[src/rtl/wb_mem_unit.sv]
// -----------------------------------------------------------------------------
// wb_mem_unit
//
// Wishbone B4 classic master shared by instruction fetch and load/store in the
// multi-cycle core. The core hands over one request at a time through a
// valid/ready handshake. The unit performs the access and returns one response
// pulse.
//
// Supported features:
//   - byte, halfword, word and doubleword accesses (doubleword only when
//     XLEN = 64), with byte-lane selects;
//   - sign or zero extension of load data;
//   - misalignment detection;
//   - bus error and timeout reporting.
//
// Parameters:
//   XLEN     data/address width, 32 or 64
//   TIMEOUT  cycles a bus cycle may wait for ack/err before it is aborted (>= 2)
//
// Ports:
//   clk, rst           clock; synchronous active-high reset
//   req_valid/ready    request handshake; ready is high only while idle
//   req_we             1 = store, 0 = load/fetch
//   req_addr           byte address
//   req_wdata          right-aligned store data
//   req_size           0 byte, 1 half, 2 word, 3 double
//   req_unsigned       zero-extend load data
//   resp_valid         one-cycle completion pulse
//   resp_rdata         extended load data (0 for stores and errors)
//   resp_err           error flag, valid with resp_valid
//   resp_cause         0 ok, 1 misaligned/illegal size, 2 bus error, 3 timeout
//   wb_*               Wishbone master interface; all outputs registered
// -----------------------------------------------------------------------------
module wb_mem_unit #(
   parameter int XLEN    = 32,
   parameter int TIMEOUT = 16
) (
   input  logic              clk,
   input  logic              rst,
   input  logic              req_valid,
   output logic              req_ready,
   input  logic              req_we,
   input  logic [XLEN-1:0]   req_addr,
   input  logic [XLEN-1:0]   req_wdata,
   input  logic [1:0]        req_size,
   input  logic              req_unsigned,
   output logic              resp_valid,
   output logic [XLEN-1:0]   resp_rdata,
   output logic              resp_err,
   output logic [1:0]        resp_cause,
   output logic [XLEN-1:0]   wb_adr_o,
   output logic [XLEN-1:0]   wb_dat_o,
   input  logic [XLEN-1:0]   wb_dat_i,
   output logic [XLEN/8-1:0] wb_sel_o,
   output logic              wb_we_o,
   output logic              wb_cyc_o,
   output logic              wb_stb_o,
   input  logic              wb_ack_i,
   input  logic              wb_err_i
);

   localparam int SELW = XLEN / 8;
   localparam int OFFW = $clog2(SELW);
   localparam int CNTW = $clog2(TIMEOUT) + 1;

   localparam logic [1:0] CAUSE_OK      = 2'd0;
   localparam logic [1:0] CAUSE_ALIGN   = 2'd1;
   localparam logic [1:0] CAUSE_BUSERR  = 2'd2;
   localparam logic [1:0] CAUSE_TIMEOUT = 2'd3;

   typedef enum logic [1:0] {
      IDLE = 2'd0,
      BUS  = 2'd1,
      RESP = 2'd2
   } state_t;

   state_t            state_q, state_d;
   logic [CNTW-1:0]   cnt_q, cnt_d;
   logic [1:0]        size_q, size_d;
   logic              unsigned_q, unsigned_d;
   logic [OFFW-1:0]   offset_q, offset_d;
   logic              ready_q, ready_d;
   logic              respValid_q, respValid_d;
   logic [XLEN-1:0]   respRdata_q, respRdata_d;
   logic              respErr_q, respErr_d;
   logic [1:0]        respCause_q, respCause_d;
   logic [XLEN-1:0]   adr_q, adr_d;
   logic [XLEN-1:0]   dat_q, dat_d;
   logic [SELW-1:0]   sel_q, sel_d;
   logic              we_q, we_d;
   logic              cyc_q, cyc_d;
   logic              stb_q, stb_d;

   // An access is misaligned when its address is not a multiple of its size.
   // A doubleword on a 32-bit bus can never be served and is rejected the same way.
   function automatic logic isMisaligned(input logic [1:0] size, input logic [XLEN-1:0] addr);
      logic bad;
      case (size)
         2'd0:    bad = 1'b0;
         2'd1:    bad = addr[0];
         2'd2:    bad = |addr[1:0];
         default: bad = (XLEN == 32) || (|addr[2:0]);
      endcase
      return bad;
   endfunction

   // Byte-lane select: a run of 2^size ones starting at the byte offset.
   function automatic logic [SELW-1:0] laneSel(input logic [1:0] size, input logic [OFFW-1:0] off);
      logic [15:0] ones;
      case (size)
         2'd0:    ones = 16'h0001;
         2'd1:    ones = 16'h0003;
         2'd2:    ones = 16'h000F;
         default: ones = 16'h00FF;
      endcase
      ones = ones << off;
      return ones[SELW-1:0];
   endfunction

   // Copy the low 2^size bytes of the store data into every lane. The slave
   // then picks the correct bytes using wb_sel_o, whatever the offset.
   function automatic logic [XLEN-1:0] replicate(input logic [XLEN-1:0] wdata, input logic [1:0] size);
      logic [XLEN-1:0] r;
      int              laneMask;
      laneMask = (1 << size) - 1;
      r = '0;
      for (int i = 0; i < SELW; i++) begin
         r[i*8 +: 8] = wdata[(i & laneMask)*8 +: 8];
      end
      return r;
   endfunction

   // Move the addressed lanes down to bit 0, mask to the access size and
   // sign-extend unless the load is unsigned or already fills the register.
   function automatic logic [XLEN-1:0] extendLoad(input logic [XLEN-1:0] busData,
                                                  input logic [OFFW-1:0] off,
                                                  input logic [1:0]      size,
                                                  input logic            uns);
      logic [XLEN-1:0] shifted;
      logic [XLEN-1:0] mask;
      logic [XLEN-1:0] result;
      int              nbits;
      shifted = busData >> {off, 3'b000};
      nbits   = 8 << size;
      mask    = '1;
      if (nbits < XLEN) begin
         mask = ~({XLEN{1'b1}} << nbits);
      end
      result = shifted & mask;
      if (!uns && (nbits < XLEN) && shifted[nbits-1]) begin
         result = result | ~mask;
      end
      return result;
   endfunction

   // State and output registers. Reset clears everything, drops an in-flight
   // bus cycle on the same edge and discards the pending response.
   always_ff @(posedge clk) begin
      if (rst) begin
         state_q     <= IDLE;
         cnt_q       <= '0;
         size_q      <= '0;
         unsigned_q  <= 1'b0;
         offset_q    <= '0;
         ready_q     <= 1'b0;
         respValid_q <= 1'b0;
         respRdata_q <= '0;
         respErr_q   <= 1'b0;
         respCause_q <= CAUSE_OK;
         adr_q       <= '0;
         dat_q       <= '0;
         sel_q       <= '0;
         we_q        <= 1'b0;
         cyc_q       <= 1'b0;
         stb_q       <= 1'b0;
      end else begin
         state_q     <= state_d;
         cnt_q       <= cnt_d;
         size_q      <= size_d;
         unsigned_q  <= unsigned_d;
         offset_q    <= offset_d;
         ready_q     <= ready_d;
         respValid_q <= respValid_d;
         respRdata_q <= respRdata_d;
         respErr_q   <= respErr_d;
         respCause_q <= respCause_d;
         adr_q       <= adr_d;
         dat_q       <= dat_d;
         sel_q       <= sel_d;
         we_q        <= we_d;
         cyc_q       <= cyc_d;
         stb_q       <= stb_d;
      end
   end

   // Next-state and next-output logic. The response fields default to zero, so
   // resp_valid is high only in the RESP cycle and resp_rdata stays 0 for
   // stores and errors. In BUS the priority is bus error, then ack, then
   // timeout. As a result an ack on the last allowed cycle still completes normally.
   always_comb begin
      state_d     = state_q;
      cnt_d       = cnt_q;
      size_d      = size_q;
      unsigned_d  = unsigned_q;
      offset_d    = offset_q;
      adr_d       = adr_q;
      dat_d       = dat_q;
      sel_d       = sel_q;
      we_d        = we_q;
      cyc_d       = cyc_q;
      stb_d       = stb_q;
      respValid_d = 1'b0;
      respRdata_d = '0;
      respErr_d   = 1'b0;
      respCause_d = CAUSE_OK;

      case (state_q)
         IDLE: begin
            if (req_valid && ready_q) begin
               size_d     = req_size;
               unsigned_d = req_unsigned;
               offset_d   = req_addr[OFFW-1:0];
               cnt_d      = '0;
               if (isMisaligned(req_size, req_addr)) begin
                  state_d     = RESP;
                  respValid_d = 1'b1;
                  respErr_d   = 1'b1;
                  respCause_d = CAUSE_ALIGN;
               end else begin
                  state_d = BUS;
                  cyc_d   = 1'b1;
                  stb_d   = 1'b1;
                  we_d    = req_we;
                  adr_d   = {req_addr[XLEN-1:OFFW], {OFFW{1'b0}}};
                  sel_d   = laneSel(req_size, req_addr[OFFW-1:0]);
                  dat_d   = replicate(req_wdata, req_size);
               end
            end
         end

         BUS: begin
            cnt_d = cnt_q + CNTW'(1);
            if (wb_err_i || wb_ack_i || (cnt_q == CNTW'(TIMEOUT - 1))) begin
               state_d     = RESP;
               respValid_d = 1'b1;
               cyc_d       = 1'b0;
               stb_d       = 1'b0;
               we_d        = 1'b0;
               sel_d       = '0;
               if (wb_err_i) begin
                  respErr_d   = 1'b1;
                  respCause_d = CAUSE_BUSERR;
               end else if (wb_ack_i) begin
                  respCause_d = CAUSE_OK;
                  if (!we_q) begin
                     respRdata_d = extendLoad(wb_dat_i, offset_q, size_q, unsigned_q);
                  end
               end else begin
                  respErr_d   = 1'b1;
                  respCause_d = CAUSE_TIMEOUT;
               end
            end
         end

         RESP: begin
            state_d = IDLE;
            cnt_d   = '0;
         end

         default: begin
            state_d = IDLE;
         end
      endcase

      ready_d = (state_d == IDLE);
   end

   assign req_ready  = ready_q;
   assign resp_valid = respValid_q;
   assign resp_rdata = respRdata_q;
   assign resp_err   = respErr_q;
   assign resp_cause = respCause_q;
   assign wb_adr_o   = adr_q;
   assign wb_dat_o   = dat_q;
   assign wb_sel_o   = sel_q;
   assign wb_we_o    = we_q;
   assign wb_cyc_o   = cyc_q;
   assign wb_stb_o   = stb_q;

endmodule

[config.mk]
export PLATFORM = sky130hd
export DESIGN_NAME = wb_mem_unit
export DESIGN_NICKNAME = d
export VERILOG_FILES = /design/src/rtl/wb_mem_unit.sv
export SDC_FILE = /design/constraint.sdc
export NUM_CORES = 1
export LEC_CHECK = 0
export ABC_AREA = 1
export CAP_MARGIN = 5
export CORE_MARGIN = 2
export CORE_UTILIZATION = 53
export DETAILED_ROUTE_END_ITERATION = 10
export DONT_BUFFER_PORTS = 1
export PLACE_DENSITY_LB_ADDON = 0.1
export SETUP_SLACK_MARGIN = 0.15
export SYNTH_ARGS = -nofsm -noshare
export SYNTH_HDL_FRONTEND = slang
export SYNTH_SLANG_ARGS = --single-unit
[constraint.sdc]
create_clock -name clk -period 2.3 [get_ports clk]
set_input_delay 0.23 -clock clk [delete_from_list [all_inputs] [get_ports clk]]
set_output_delay 0.23 -clock clk [all_outputs]
set_load 0.05 [all_outputs]
-- Word-level counts from Yosys, hierarchy flattened
Cells that the tools add are included.
- register bits: 117
- input bits: 105
- output and inout bits: 108
- logic and storage cells: 109
- add/subtract/negate cells: 3
- order comparisons: 2
- equal/unequal tests: 8
- shifts and indexed selects: 8
- muxes and demuxes: 48
- bitwise operators: 8
- reductions and logical operators: 17
- operator list (kind ; count):
    32-bit 2-to-1 mux ; 7
    32-bit by 7-bit less-than comparator with 1-bit output, second input constant ; 2
    32-bit NOT ; 2
    32-bit by 6-bit variable part select with 8-bit output ; 2
    16-bit 2-to-1 mux ; 3
    32-bit AND ; 1
    32-bit bitwise OR ; 1
    32-bit by 5-bit variable part select with 8-bit output ; 1
    32-bit by 32-bit << shifter with 32-bit output, first input constant ; 1
    4-bit by 2-bit << shifter with 32-bit output, first input constant ; 1
    32-bit by 5-bit >> shifter with 32-bit output ; 1
    32-bit by 2-bit subtractor with 32-bit output, second input constant ; 1
    8-bit one-hot mux with 3 select lines ; 1
    1-bit 2-to-1 mux ; 17
    16-bit by 2-bit << shifter with 4-bit output ; 1
    5-bit one-hot mux with 3 select lines ; 1
    2-bit 2-to-1 mux ; 6
    4-bit 2-to-1 mux ; 3
    1-bit one-hot mux with 2 select lines ; 4
    2-bit one-hot mux with 2 select lines ; 2
    4-bit one-hot mux with 2 select lines ; 1
    2-bit logical NOT ; 3
    2-bit inequality test, second input constant ; 3
    6-bit OR reduction ; 1
    19 further kinds ; 28

-- Longest topological paths before layout
- depth after elaboration: 12
- depth in mapped cells: 11
- gate-level depth less buffers: 9

-- Worst setup path after synthesis
No wires, ideal clock.
- path kind: reg-to-reg
- start: register ready_q (netlist: req_ready)
- end: register adr_q[2] (netlist: wb_adr_o[2])
- library setup time: 0.116 ns
- arrival: 1.569 ns
- slack: 0.615 ns
- cell stages (with the launch flop): 10
- path buffers: 2
- clock period less this slack: 1.685 ns
- path through: dfxtp_1 nand2_1 inv_1 nand2_2 nor2_8 inv_2 buf_6 buf_6 nor2_1 nor2_1
- word-level cells in the longest chain between the ends: 2
- RTL lines (what ; line ; text):
    start, declared ; 82 ; logic ready_q, ready_d;
    start signal, assigned ; 182 ; ready_q <= ready_d;
    1-bit logical AND ; 219 ; if (req_valid && ready_q) begin
    3-bit AND reduction (no source line) ; n/a ;
    end signal, assigned ; 187 ; adr_q <= adr_d;
    end, declared ; 87 ; logic [XLEN-1:0] adr_q, adr_d;
No other way between the ends.
A chain may end at the register's enable or synchronous reset.

-- Worst setup path after layout
- start: register offset_q[0]
- end: register respRdata_q[4] (netlist: resp_rdata[4])
- word-level cells in the longest chain between the ends: 6
- RTL lines (what ; line ; text):
    start, declared ; 81 ; logic [OFFW-1:0] offset_q, offset_d;
    start signal, assigned ; 181 ; offset_q <= offset_d;
    32-bit by 5-bit >> shifter with 32-bit output * ; 143 ; shifted = busData >> {off, 3'b000};
    1-bit binary-select mux with 5-bit select ; 150 ; if (!uns && (nbits < XLEN) && shifted[nbits-1]) begin
    1-bit 2-to-1 mux (not written as such) (2 in series) ; 150 ;
    1-bit logical AND ; 150 ;
    32-bit 2-to-1 mux * ; 150 ;
    end signal, assigned ; 184 ; respRdata_q <= respRdata_d;
    end, declared ; 84 ; logic [XLEN-1:0] respRdata_q, respRdata_d;
Mark *: on every way between the ends. The rest lies on a longest branch, timed or not. The select of a mux whose other input is x is not followed.

==> impl_metrics.ini <==
[setup_path]
slowest_delay_ns = 0.57
cp.arrival_ns = 2.48
crit_type = reg2reg
start_kind = flop
cp_max_fo = 20
endpoint_kind = flop
cpLargestDelayFamily = buffers and inverters
slowest_stage = dlygate4sd3_1
cp_cell_sequence = buf_4 -> inv_4 -> buf_6 -> o21ai_0 -> nor2_1 -> a311oi_1 -> dlygate4sd3_1
cp_num_buf_inv = 4
critPathRequiredTime_ns = 2.74

[drt]
avgViaCountPerCell = 5.70
drt_iter0_markers = 239
drc = 0
drt_first_pass_iters = 5
ant_nets = 0
vias = 4826
wirelength_um = 14200
wire_per_inst_um = 16.8

[cells_and_area]
finish.utilization_pct = 73.7
multi_input_area_sq_um = 2060
syn_to_final_growth_pct = 35.4
regArea_sq_um = 2340
nFillCells = 637
antennaDiodeCount = 0
drive_gt1_share_pct = 7.72
final_nets = 832

[floorplanning]
io_pins = 213
core_sq_um = 8680
die_y_um = 98.4
start_util_pct = 54.5
die_w_um = 98.4
row_count = 34
dieArea_sq_um = 9690

[global_route]
overflow = 0
grt_pass1_wl_um = 22700
antenna_found_initial = 0
grt_pass1_vias = 4752
grt_start_max_net_pins = 82
grtUsageTotal_pct = 29.0

[logic_synthesis]
synth_top_area_share_pct = 49.6
synthFlopType = dfxtp_1
ys_ff_latch = 117
synth_edf_count = 0
syn-cell-area_sq_um = 4730
yosysSeqAreaShare_pct = 49.6
synth_area_per_cell_sq_um = 7.45
synthArstFlopShare_pct = 0
yosysWarnings = 0
synth_common_cells = nand2_1, dfxtp_1, nor2_1, o21ai_0, a21oi_1
yosysMostFrequentCell = nand2_1
synth_area_leaders = dfxtp_1, nand2_1, nor2_1, o21ai_0, a21oi_1
yosys.area.top_type = dfxtp_1
yosysUniqueCellTypes = 31
syn_inst = 634

[power_and_ir_drop]
ir_drop_mv = 0.529
cellPowerDensity_nw_per_um2 = 870
leakage_nw = 2.73

[clock_network]
cts-root-buf = clkbuf_8
worstSkewPairLatency_ns = 0.50
post_cts_buffers = 0
numCtsBuffers = 17
cts_sinks = 117
cts_tree = built
htreeDepth = 4
clock_path_buffers = 2
clk_pin_slew_ns = 0.06

[placement]
portBuffers = 0
globalplace.congestion = 0.896
hpwlAfterDp_um = 8340
detailedPlace.worstSlack_ns = 0.527

[job]
drv_cap = 0

[sta]
hold_viol = 0
setup_ws_ns = 0.261
max_slew.worst_pin.slew_ns = 0.855
max_freq_mhz = 491
post-route-period-util_pct = 88.6
slew_violations = 0
grt_setup_unrepaired = true
period_needed_ns = 2.04
fin_hold_ws_ns = 0.0187
setup_viol = 0
fin_skew_ns = 0.00919
slew_headroom_pct = 42.9
tns_ns = 0

[worst_hold_path]
hp-class = in2reg

[status]
status = completed
## area by class of cell
cell class | count | area share (%)
Clock buffer | 20 | 6.81
Clock inverter | 12 | 2.43
Inverter | 32 | 1.96
Multi-Input combinational cell | 444 | 32.2
Sequential cell | 117 | 36.6
Tap cell | 108 | 2.11
Timing Repair Buffer | 113 | 17.9
## where the power goes
| part | switching (mW) | internal (mW) | total (mW) |
|---|---|---|---|
| Clock | 0.925 | 1.68 | 2.60 |
| Sequential | 0.280 | 2.11 | 2.39 |
| Combinational | 0.344 | 0.232 | 0.576 |
## kinds of logic after synthesis
family	count (synthesis)	synth area share, %
adder cells (fa/ha/maj)	2	0.529
AND/OR/NAND/NOR	270	23.0
AO/OA/AOI/OAI	170	19.5
other	1	0.0794
buffers and inverters	74	7.28
flip-flops	117	49.6
## metal layers
metal | vias up | global-route usage [%] | share of wire, %
met1 | 2237 | 35.8 | 39
met2 | 255 | 47.5 | 49
met5 | - | 0 | 0
met4 | 0 | 12.9 | 3.3
met3 | 52 | 8.44 | 8.5
li1 | 2282 | - | -
## tightest hold or removal path, stage by stage
cell and delay, ns:
inv_1 0.04, nand2_1 0.05, nand3_1 0.07, a21oi_1 0.07
## cell usage in the layout (no fill, tap or decap), drive strengths merged
cell         Yosys  routed
inv             32      32
ha               2       2
dfxtp          117     117
clkinv           0       4
a22oi            1       1
clkinvlp         0       5
a211oi           1       1
dlygate4sd3      0     101
a311oi           7       7
nand3           19      19
a31oi           16      16
bufinv           0       3
nand4            3       3
or2              1       1
clkbuf          15      21
nor3             2       2
a21oi           62      62
conb             1       2
buf             27      11
o211ai           7       7
o21ai           76      76
nand3b           1       1
nand2          138     138
nor2           106     106
## sequential cells by signal, indices dropped and copies added (netlist names)
signal / flops
wb_dat_o: 32
cnt_q: 5
req_ready: 1
wb_sel_o: 4
offset_q: 2
state_q: 2
resp_valid: 1
resp_rdata: 32
resp_err: 1
wb_stb_o: 1
unsigned_q: 1
wb_we_o: 1
wb_adr_o: 30
resp_cause: 2
size_q: 2
## worst paths after layout
check                            startpoint             to  slack, ns  depth (start not counted)
worst max-delay path            offset_q[0]  resp_rdata[4]       0.26                          7
worst min-delay path            wb_dat_i[7]  resp_rdata[7]       0.02                          4
worst max register to register  offset_q[0]  resp_rdata[4]       0.26                          7
worst min register to register     cnt_q[3]       cnt_q[3]       0.46                          2
## what timing repair did
item / 4_1_cts / 5_1_grt
resized for setup: 0 / 11
hold endpoints to repair: 96 / 0
hold buffers: 101 / 0
endpoints found under the setup margin: 0 / 12
## through the flow
stage / power (mW) / cell area, sq um / cells
after floorplan: 2.76 / 4730 / 635
after CTS: 5.57 / 6340 / 845
after global placement: 2.82 / 4740 / 712
after global routing: 5.76 / 6400 / 846
after detailed placement: 2.83 / 4740 / 712
final: 5.56 / 6400 / 846
No activity file was read; power rests on OpenSTA's default activity.
